==> src/rtl/interrupt_arbiter_pkg.sv <==
// Shared definitions for the interrupt arbiter: FSM states and index encoding.
package interrupt_arbiter_pkg;

  localparam int INDEX_W = 4;
  localparam logic [INDEX_W-1:0] RESERVED_INDEX = '0;

  typedef enum logic [1:0] {
    IDLE    = 2'd0,
    REQ     = 2'd1,
    SERVICE = 2'd2
  } arbState_t;

endpackage

==> src/rtl/irq_sync_edge.sv <==
// Synchronises one asynchronous interrupt line and emits a one-cycle pulse on its rising edge.
module irq_sync_edge #(
  parameter int SYNC_STAGES = 2
) (
  input  logic clk,
  input  logic rst,
  input  logic irqRaw,
  output logic risePulse
);

  logic [SYNC_STAGES-1:0] syncReg;
  logic                   prevReg;
  logic [SYNC_STAGES:0]   primed;

  // The primed shift keeps a line that is already high at reset release from
  // looking like a fresh edge while the synchroniser fills up.
  always_ff @(posedge clk) begin
    if (rst) begin
      syncReg <= '0;
      prevReg <= 1'b0;
      primed  <= '0;
    end else begin
      syncReg <= {syncReg[SYNC_STAGES-2:0], irqRaw};
      prevReg <= syncReg[SYNC_STAGES-1];
      primed  <= {primed[SYNC_STAGES-1:0], 1'b1};
    end
  end

  assign risePulse = syncReg[SYNC_STAGES-1] & ~prevReg & primed[SYNC_STAGES];

endmodule

==> src/rtl/interrupt_arbiter.sv <==
// Masks and prioritises external and software interrupts, presenting one at a time
// to the CPU interrupt unit and blocking further requests until eret.
module interrupt_arbiter
  import interrupt_arbiter_pkg::*;
#(
  parameter int NUM_SRC     = 4,
  parameter int SYNC_STAGES = 2,
  parameter int BASE_INDEX  = 1
) (
  input  logic               clk,
  input  logic               rst,
  input  logic [NUM_SRC-1:0] irqIn,
  input  logic               softReq,
  input  logic [3:0]         softIndex,
  input  logic               maskWe,
  input  logic [NUM_SRC-1:0] maskIn,
  input  logic               ack,
  input  logic               eret,
  output logic               interruptSignal,
  output logic [3:0]         interruptIndex,
  output logic [NUM_SRC-1:0] pending,
  output logic               inService
);

  logic [NUM_SRC-1:0] risePulses;
  logic [NUM_SRC-1:0] pendingReg, maskReg, reqVec;
  logic               softPending;
  logic [INDEX_W-1:0] softIndexReg;

  arbState_t          state, nextState;
  logic               sigReg, nextSig, inServiceReg, nextInService;
  logic               latched, nextLatched, winSoft, nextWinSoft;
  logic [INDEX_W-1:0] indexReg, nextIndex, winIndex, nextWinIndex;
  logic [NUM_SRC-1:0] winOneHot, nextWinOneHot;
  logic [NUM_SRC-1:0] clrPending;
  logic               clrSoft;

  logic               anyReq, candSoft;
  logic [INDEX_W-1:0] candIndex;
  logic [NUM_SRC-1:0] candOneHot;

  for (genvar g = 0; g < NUM_SRC; g++) begin : gSrc
    irq_sync_edge #(.SYNC_STAGES(SYNC_STAGES)) uSync (
      .clk       (clk),
      .rst       (rst),
      .irqRaw    (irqIn[g]),
      .risePulse (risePulses[g])
    );
  end

  // Software request beats everything; otherwise the lowest enabled source wins.
  assign reqVec = pendingReg & maskReg;
  assign anyReq = softPending | (|reqVec);

  always_comb begin
    candSoft   = softPending;
    candIndex  = softIndexReg;
    candOneHot = '0;
    if (!softPending) begin
      candIndex = RESERVED_INDEX;
      for (int i = NUM_SRC - 1; i >= 0; i--) begin
        if (reqVec[i]) begin
          candIndex  = INDEX_W'(BASE_INDEX + i);
          candOneHot = NUM_SRC'(1) << i;
        end
      end
    end
  end

  // IDLE spends one edge committing the winner, the next raising the request.
  always_comb begin
    nextState     = state;
    nextSig       = sigReg;
    nextIndex     = indexReg;
    nextInService = inServiceReg;
    nextLatched   = latched;
    nextWinSoft   = winSoft;
    nextWinIndex  = winIndex;
    nextWinOneHot = winOneHot;
    clrPending    = '0;
    clrSoft       = 1'b0;
    case (state)
      IDLE: begin
        if (latched) begin
          nextState   = REQ;
          nextSig     = 1'b0;
          nextIndex   = winIndex;
          nextLatched = 1'b0;
        end else if (anyReq) begin
          nextLatched   = 1'b1;
          nextWinSoft   = candSoft;
          nextWinIndex  = candIndex;
          nextWinOneHot = candOneHot;
        end
      end
      REQ: begin
        if (ack) begin
          clrSoft       = winSoft;
          clrPending    = winSoft ? '0 : winOneHot;
          nextSig       = 1'b1;
          nextInService = 1'b1;
          nextState     = SERVICE;
        end
      end
      SERVICE: begin
        if (!eret) begin
          nextInService = 1'b0;
          nextState     = IDLE;
        end
      end
      default: nextState = IDLE;
    endcase
  end

  always_ff @(posedge clk) begin
    if (rst) begin
      state        <= IDLE;
      sigReg       <= 1'b1;
      indexReg     <= RESERVED_INDEX;
      inServiceReg <= 1'b0;
      latched      <= 1'b0;
      winSoft      <= 1'b0;
      winIndex     <= RESERVED_INDEX;
      winOneHot    <= '0;
    end else begin
      state        <= nextState;
      sigReg       <= nextSig;
      indexReg     <= nextIndex;
      inServiceReg <= nextInService;
      latched      <= nextLatched;
      winSoft      <= nextWinSoft;
      winIndex     <= nextWinIndex;
      winOneHot    <= nextWinOneHot;
    end
  end

  // A fresh edge in the same cycle as its clear keeps the pending bit set.
  always_ff @(posedge clk) begin
    if (rst) begin
      pendingReg   <= '0;
      maskReg      <= '0;
      softPending  <= 1'b0;
      softIndexReg <= RESERVED_INDEX;
    end else begin
      pendingReg <= (pendingReg & ~clrPending) | risePulses;
      if (maskWe) maskReg <= maskIn;
      if (clrSoft) begin
        softPending <= 1'b0;
      end else if (softReq && !softPending) begin
        softPending  <= 1'b1;
        softIndexReg <= softIndex;
      end
    end
  end

  assign interruptSignal = sigReg;
  assign interruptIndex  = indexReg;
  assign pending         = pendingReg;
  assign inService       = inServiceReg;

endmodule

==> config.mk <==
export PLATFORM = sky130hd
export DESIGN_NAME = interrupt_arbiter
export DESIGN_NICKNAME = d
export VERILOG_FILES = /design/src/rtl/interrupt_arbiter_pkg.sv /design/src/rtl/irq_sync_edge.sv /design/src/rtl/interrupt_arbiter.sv
export SDC_FILE = /design/constraint.sdc
export NUM_CORES = 1
export LEC_CHECK = 0
export BUFFER_PORTS_ARGS = -buffer_cell sky130_fd_sc_hd__buf_2
export CORE_MARGIN = 5
export CORE_UTILIZATION = 45
export DETAILED_ROUTE_END_ITERATION = 10
export GPL_TIMING_DRIVEN = 0
export PLACE_DENSITY_LB_ADDON = 0.2
export RECOVER_POWER = 100
export SLEW_MARGIN = 20
export SYNTH_ARGS = -nofsm -noshare
export SYNTH_HDL_FRONTEND = slang
export SYNTH_SLANG_ARGS = --single-unit
==> constraint.sdc <==
create_clock -name clk -period 3.57 [get_ports clk]
set_input_delay 0.714 -clock clk [delete_from_list [all_inputs] [get_ports clk]]
set_output_delay 0.714 -clock clk [all_outputs]
set_load 0.01 [all_outputs]
==> results.yml, run 1 <==
clock_network:
  ctsLongestPathBuffers: 2
  post_cts_buffers: 0
  h-tree-depth: 2
  post_cts_resize_count: 0
  numClockSinks: 46
  cts_hold_buffers: 0
  clk_pin_slew_ns: 0.08
  tritoncts: "built"
  clk_latency_ns: 0.29
  numCtsBuffers: 5
  cts-root-buf: "clkbuf_8"
place:
  gp_congestion: 0.7929
  io_buffers: 25
  dp_slack_ns: 1.706
  place_hpwl_um: 2443
drt:
  drt-initial-drc-count: 32
  drc_errors: 0
  vias: 1263
  dr.pass1.iters: 4
  routed_wl_um: 3326
  vias_per_cell: 5.032
  wl_per_cell_um: 13.25
  drtAntennaViolNets: 0
pwr:
  peakVddDrop_mv: 0.2811
  leakagePower_nw: 0.7471
  totalPowerFinal_uw: 956.0
  p_per_area_mw_per_mm2: 495.2
critical_path:
  critPathSlowestCell: "nor3_1"
  endpoint_kind: "flip-flop"
  crit_type: "flip-flop to flip-flop"
  cp_cell_sequence: "clkbuf_1, nor3_1, o31ai_4, clkbuf_1, o41ai_1"
  required_ns: 3.76
  start_kind: "flip-flop"
  crit_fanout: 10
  cpPeakStageDelay_ns: 0.71
  arrival_ns: 2.26
  cpMostUsedCell: "clkbuf_1"
die:
  ios: 28
  initial_core_util: 0.4668
  rows: 22
  die_h_um: 71.86
  core_area_mm2: 0.003689
  die_w_um: 71.86
  fp.dieArea_mm2: 0.005163
layout:
  regArea_um2: 920.9
  final_util: 0.5234
  mostFrequentLayoutCells: "dfxtp_1 (46), nor2_1 (23), clkbuf_1 (21)"
  areaGrowthSynthToFinish_pct: 12.14
  multi_input_area_um2: 671.9
  antenna_cells: 0
  mostFrequentLayoutCell: "dfxtp_1"
  nets: 220
  drive_gt1_frac: 0.1330
  n_fill_cell: 359
grt:
  grt_first_pass_wirelength_um: 5747
  grt_pass1_vias: 1252
  grt_max_degree: 14
  gr-total-overflow: 0
  track_usage: 0.1444
  antenna_found_initial: 0
timing:
  final.setup.tns_ns: 0
  rsz0062_at_grt: "no"
  finalMaxSlewViolations: 0
  fmax_ghz: 0.4827
  tightestPinTransition_ns: 0.8876
  period_share: 0.5803
  skew_ns: 0.003696
  setup_viol: 0
  final-hold-violation-count: 0
  min_period_ns: 2.072
  worst_slack_ns: 1.498
  slew-limit-headroom: 0.4037
yosys:
  avgSynthCellArea_um2: 10.13
  synth_cells: 170
  async_reset_ff_frac: 0
  syn_nets: 188
  synth_area_mm2: 0.001722
  synth_ff_type: "dfxtp_1"
  synth_edf_count: 0
  yosysUniqueCellTypes: 32
  ys_warn_count: 0
  ys_seq_area_frac: 0.5349
  synth-seq-cells: 46
flow_run:
  cap_violations: 0
min_path:
  hp-class: "flip-flop to flip-flop"
run_status:
  outcome: "completed"
## synth_stat cells (2+ instances only)
library cell   n  share of area
dfxtp_1       46           0.53
o21ai_0        5          0.015
nand2_1       14          0.031
buf_6          3          0.020
nand3_1        3         0.0087
clkbuf_1       6          0.013
a311oi_1       2          0.010
nor2_1        23          0.050
a21oi_2        2          0.010
a32oi_1        4          0.020
inv_1          8          0.017
a21oi_1        8          0.023
mux2i_1       12          0.070
nor2b_1       15          0.055
o41ai_2        2          0.019
## metal layers
metal | share of wire | track usage | routed length (µm)
met5 | 0 | 0 | 0
met4 | 0.020 | 0.06263 | 65
met3 | 0.055 | 0.05189 | 183
met2 | 0.46 | 0.2347 | 1539
met1 | 0.46 | 0.1710 | 1536
## layout make-up
cell class              count  area share
repair buffers             25     0.05768
clock buffers               7     0.04472
plain buffers              10     0.02333
multi-input cells         106      0.3480
clock inverters             1    0.002592
well taps                  48     0.03111
flip-flops and latches     46      0.4770
inverters                   8     0.01555
## report_power, final
part | total [mW] | switching, mW | internal [mW]
Combinational | 0.0910 | 0.0520 | 0.0390
Sequential | 0.551 | 0.0142 | 0.536
Clock | 0.314 | 0.158 | 0.156
Total | 0.956 | 0.224 | 0.732
## state kept, by name (all words and copies together), names as in the netlist, 2 cells and up
name                count
gSrc.uSync.prevReg      4
gSrc.uSync.primed       3
gSrc.uSync.syncReg      8
interruptIndex          4
maskReg                 4
pending                 4
softIndexReg            4
state                   2
winIndex                4
winOneHot               4
## kinds of logic (layout without fill, tap and decap cells)
kind of cell | count (synthesis) | count (layout) | synth area share
and+or+nand+nor | 63 | 63 | 0.1882
DFF | 46 | 46 | 0.5349
AOI/OAI and AO/OA | 31 | 31 | 0.1541
buffers and inverters | 18 | 51 | 0.05305
muxes | 12 | 12 | 0.06977
## critical path, delay by kind of cell (launching register included)
kind,cells,cell delay [ns]
compound gates,2,0.51
buf+inv,2,0.45
flops,1,0.30
simple gates,1,0.71
## through the flow
stage	area (µm²)	cells	hold slack [ns]
5_1_grt	1931	251	0.4691
6_report	1931	251	0.4399
3_3_place_gp	1907	243	0.4184
4_1_cts	1998	251	0.4473
3_5_place_dp	1907	243	0.4277
2_1_floorplan	1722	170	0.4138
## final timing paths
path                                                from                  endpoint  slack [ns]  cells after the start
worst max-delay path                            state[1]              winOneHot[2]        1.50                      5
worst min-delay path            gSrc[2].uSync.syncReg[0]  gSrc[2].uSync.syncReg[1]        0.44                      1
worst max register to register                  state[1]              winOneHot[2]        1.50                      5
worst min register to register  gSrc[2].uSync.syncReg[0]  gSrc[2].uSync.syncReg[1]        0.44                      1
Power figures use the tool's default switching activity.
==> run 2: changes to the inputs <==
==> constraint.sdc (replaced) <==
create_clock -name clk -period 1.9 [get_ports clk]
set_input_delay 0.38 -clock clk [delete_from_list [all_inputs] [get_ports clk]]
set_output_delay 0.38 -clock clk [all_outputs]
set_load 0.01 [all_outputs]
==> run 2 against run 1 <==
Total power is 89% higher. Clock-buffer cell count stayed put. Via count is 0.55% higher. Maximum frequency is 34% higher. Utilization is 0.41 points higher. Design area is 0.78% higher. Critical endpoint is now softIndexReg[2].
==> results.yml, run 2 (same netlist as run 1, synthesis figures left out) <==
timing:
  min_period_ns: 1.548
  final-hold-violation-count: 0
  setup_viol: 0
  final.setup.tns_ns: 0
  finalMaxSlewViolations: 0
  worst_hold_slack_ns: 0.2949
  worst_slack_ns: 0.3515
  fmax_ghz: 0.6458
  rsz0062_at_grt: "no"
  period_share: 0.8150
  tightestPinTransition_ns: 0.5793
  slew-limit-headroom: 0.6138
  skew_ns: 0.003491
layout:
  nets: 220
  areaGrowthSynthToFinish_pct: 13.01
  stdcell_count: 251
  largest_reg_flops: 8
  antenna_cells: 0
  finalInstanceArea_mm2: 0.001946
  top_register: "gSrc.uSync.syncReg"
  final_util: 0.5275
  mostFrequentLayoutCells: "dfxtp_1 (46), nor2_1 (23), clkbuf_1 (18)"
  drive_gt1_frac: 0.1527
  mostFrequentLayoutCell: "dfxtp_1"
clock_network:
  post_cts_resize_count: 0
  post_cts_buffers: 0
  clk_latency_ns: 0.29
  cts_hold_buffers: 0
  clk_pin_slew_ns: 0.08
  h-tree-depth: 2
  ctsLongestPathBuffers: 2
  numCtsBuffers: 5
  numClockSinks: 46
  tritoncts: "built"
  cts-root-buf: "clkbuf_8"
pwr:
  peakVddDrop_mv: 0.5282
  power.switching_uw: 423.2
  totalPowerFinal_mw: 1.803
  sw_frac_of_total: 0.2348
  p_per_area_mw_per_mm2: 926.5
  comb_power_share: 0.098
  leakagePower_nw: 0.7670
  power_frac_clock: 0.328
  power_frac_seq: 0.575
  power.internal_mw: 1.379
die:
  core_area_mm2: 0.003689
  initial_core_util: 0.4668
  ios: 28
  die_w_um: 71.86
  die_h_um: 71.86
  rows: 22
  fp.dieArea_mm2: 0.005163
drt:
  m1WireLength_um: 1558
  dr.max_layer_used: "met4"
  vias_per_cell: 5.060
  drt-initial-drc-count: 39
  wl_per_cell_um: 13.35
  drtAntennaViolNets: 0
  met2_length_um: 1540
  vias: 1270
  routed_wl_um: 3350
  wl_met3_um: 184
  dr.pass1.iters: 4
  drc_errors: 0
critical_path:
  arrival_ns: 1.71
  required_ns: 2.06
  path_buf_inv: 1
  r2r_setup_slack_ns: 0.35
  critPathSlowestCell: "a311o_1"
  cp_cell_sequence: "buf_6, nor2b_1, a311o_1, mux2i_1, nor2_1"
  endpoint_kind: "flip-flop"
  crit_fanout: 8
  cpLargestDelayFamily: "compound AO/OA/AOI/OAI gates"
  start_kind: "flip-flop"
  cpPeakStageDelay_ns: 0.42
  crit_type: "flip-flop to flip-flop"
grt:
  grt_pass1_vias: 1252
  track_usage: 0.1444
  grt_max_degree: 14
  antenna_found_initial: 0
  grt_first_pass_wirelength_um: 5747
  gr-total-overflow: 0
place:
  dp_slack_ns: 0.3698
  place_inst: 243
  io_buffers: 25
  place_hpwl_um: 2443
  gp_congestion: 0.7929
  dpl_cell_area_mm2: 0.001907
min_path:
  hp-class: "primary input to flip-flop"
flow_run:
  cap_violations: 0
run_status:
  outcome: "completed"
==> run 2: area by class of cell <==
class	instances	area, µm²
buffer	10	60.06
clock buffer	7	86.33
clock inverter	1	5.005
fill	355	1743
inverter	8	30.03
multi-input combinational	106	670.6
sequential	46	920.9
tap	48	60.06
timing repair buffer	25	112.6
==> run 2: final timing paths <==
check                            from                  endpoint  cells past startpoint
max                          state[1]           softIndexReg[2]                      5
min                          irqIn[3]  gSrc[3].uSync.syncReg[0]                      2
min reg2reg  gSrc[2].uSync.syncReg[0]  gSrc[2].uSync.syncReg[1]                      1
max reg2reg                  state[1]           softIndexReg[2]                      5
==> run 2: worst register-to-register path, delay by kind of cell (launching register included) <==
family,cells,cell delay [ns]
AND/OR/NAND/NOR,2,0.33
multiplexers,1,0.24
flip-flops,1,0.31
buffers and inverters,1,0.13
AO/OA/AOI/OAI,1,0.42
==> run 2: metal layers <==
| layer | vias up | track usage |
|---|---|---|
| met1 | 593 | 0.1710 |
| met4 | 0 | 0.06263 |
| li1 | 647 | - |
| met2 | 23 | 0.2347 |
| met5 | - | 0 |
| met3 | 7 | 0.05189 |
==> run 2: power by group through the flow <==
stage / logic [mW] / clock network (mW) / registers [mW]
2_1_floorplan: 0.137 / 0 / 1.05
3_3_place_gp: 0.185 / 0 / 1.06
3_5_place_dp: 0.190 / 0 / 1.06
4_1_cts: 0.190 / 0.611 / 1.04
5_1_grt: 0.198 / 0.657 / 1.04
6_report: 0.176 / 0.591 / 1.04
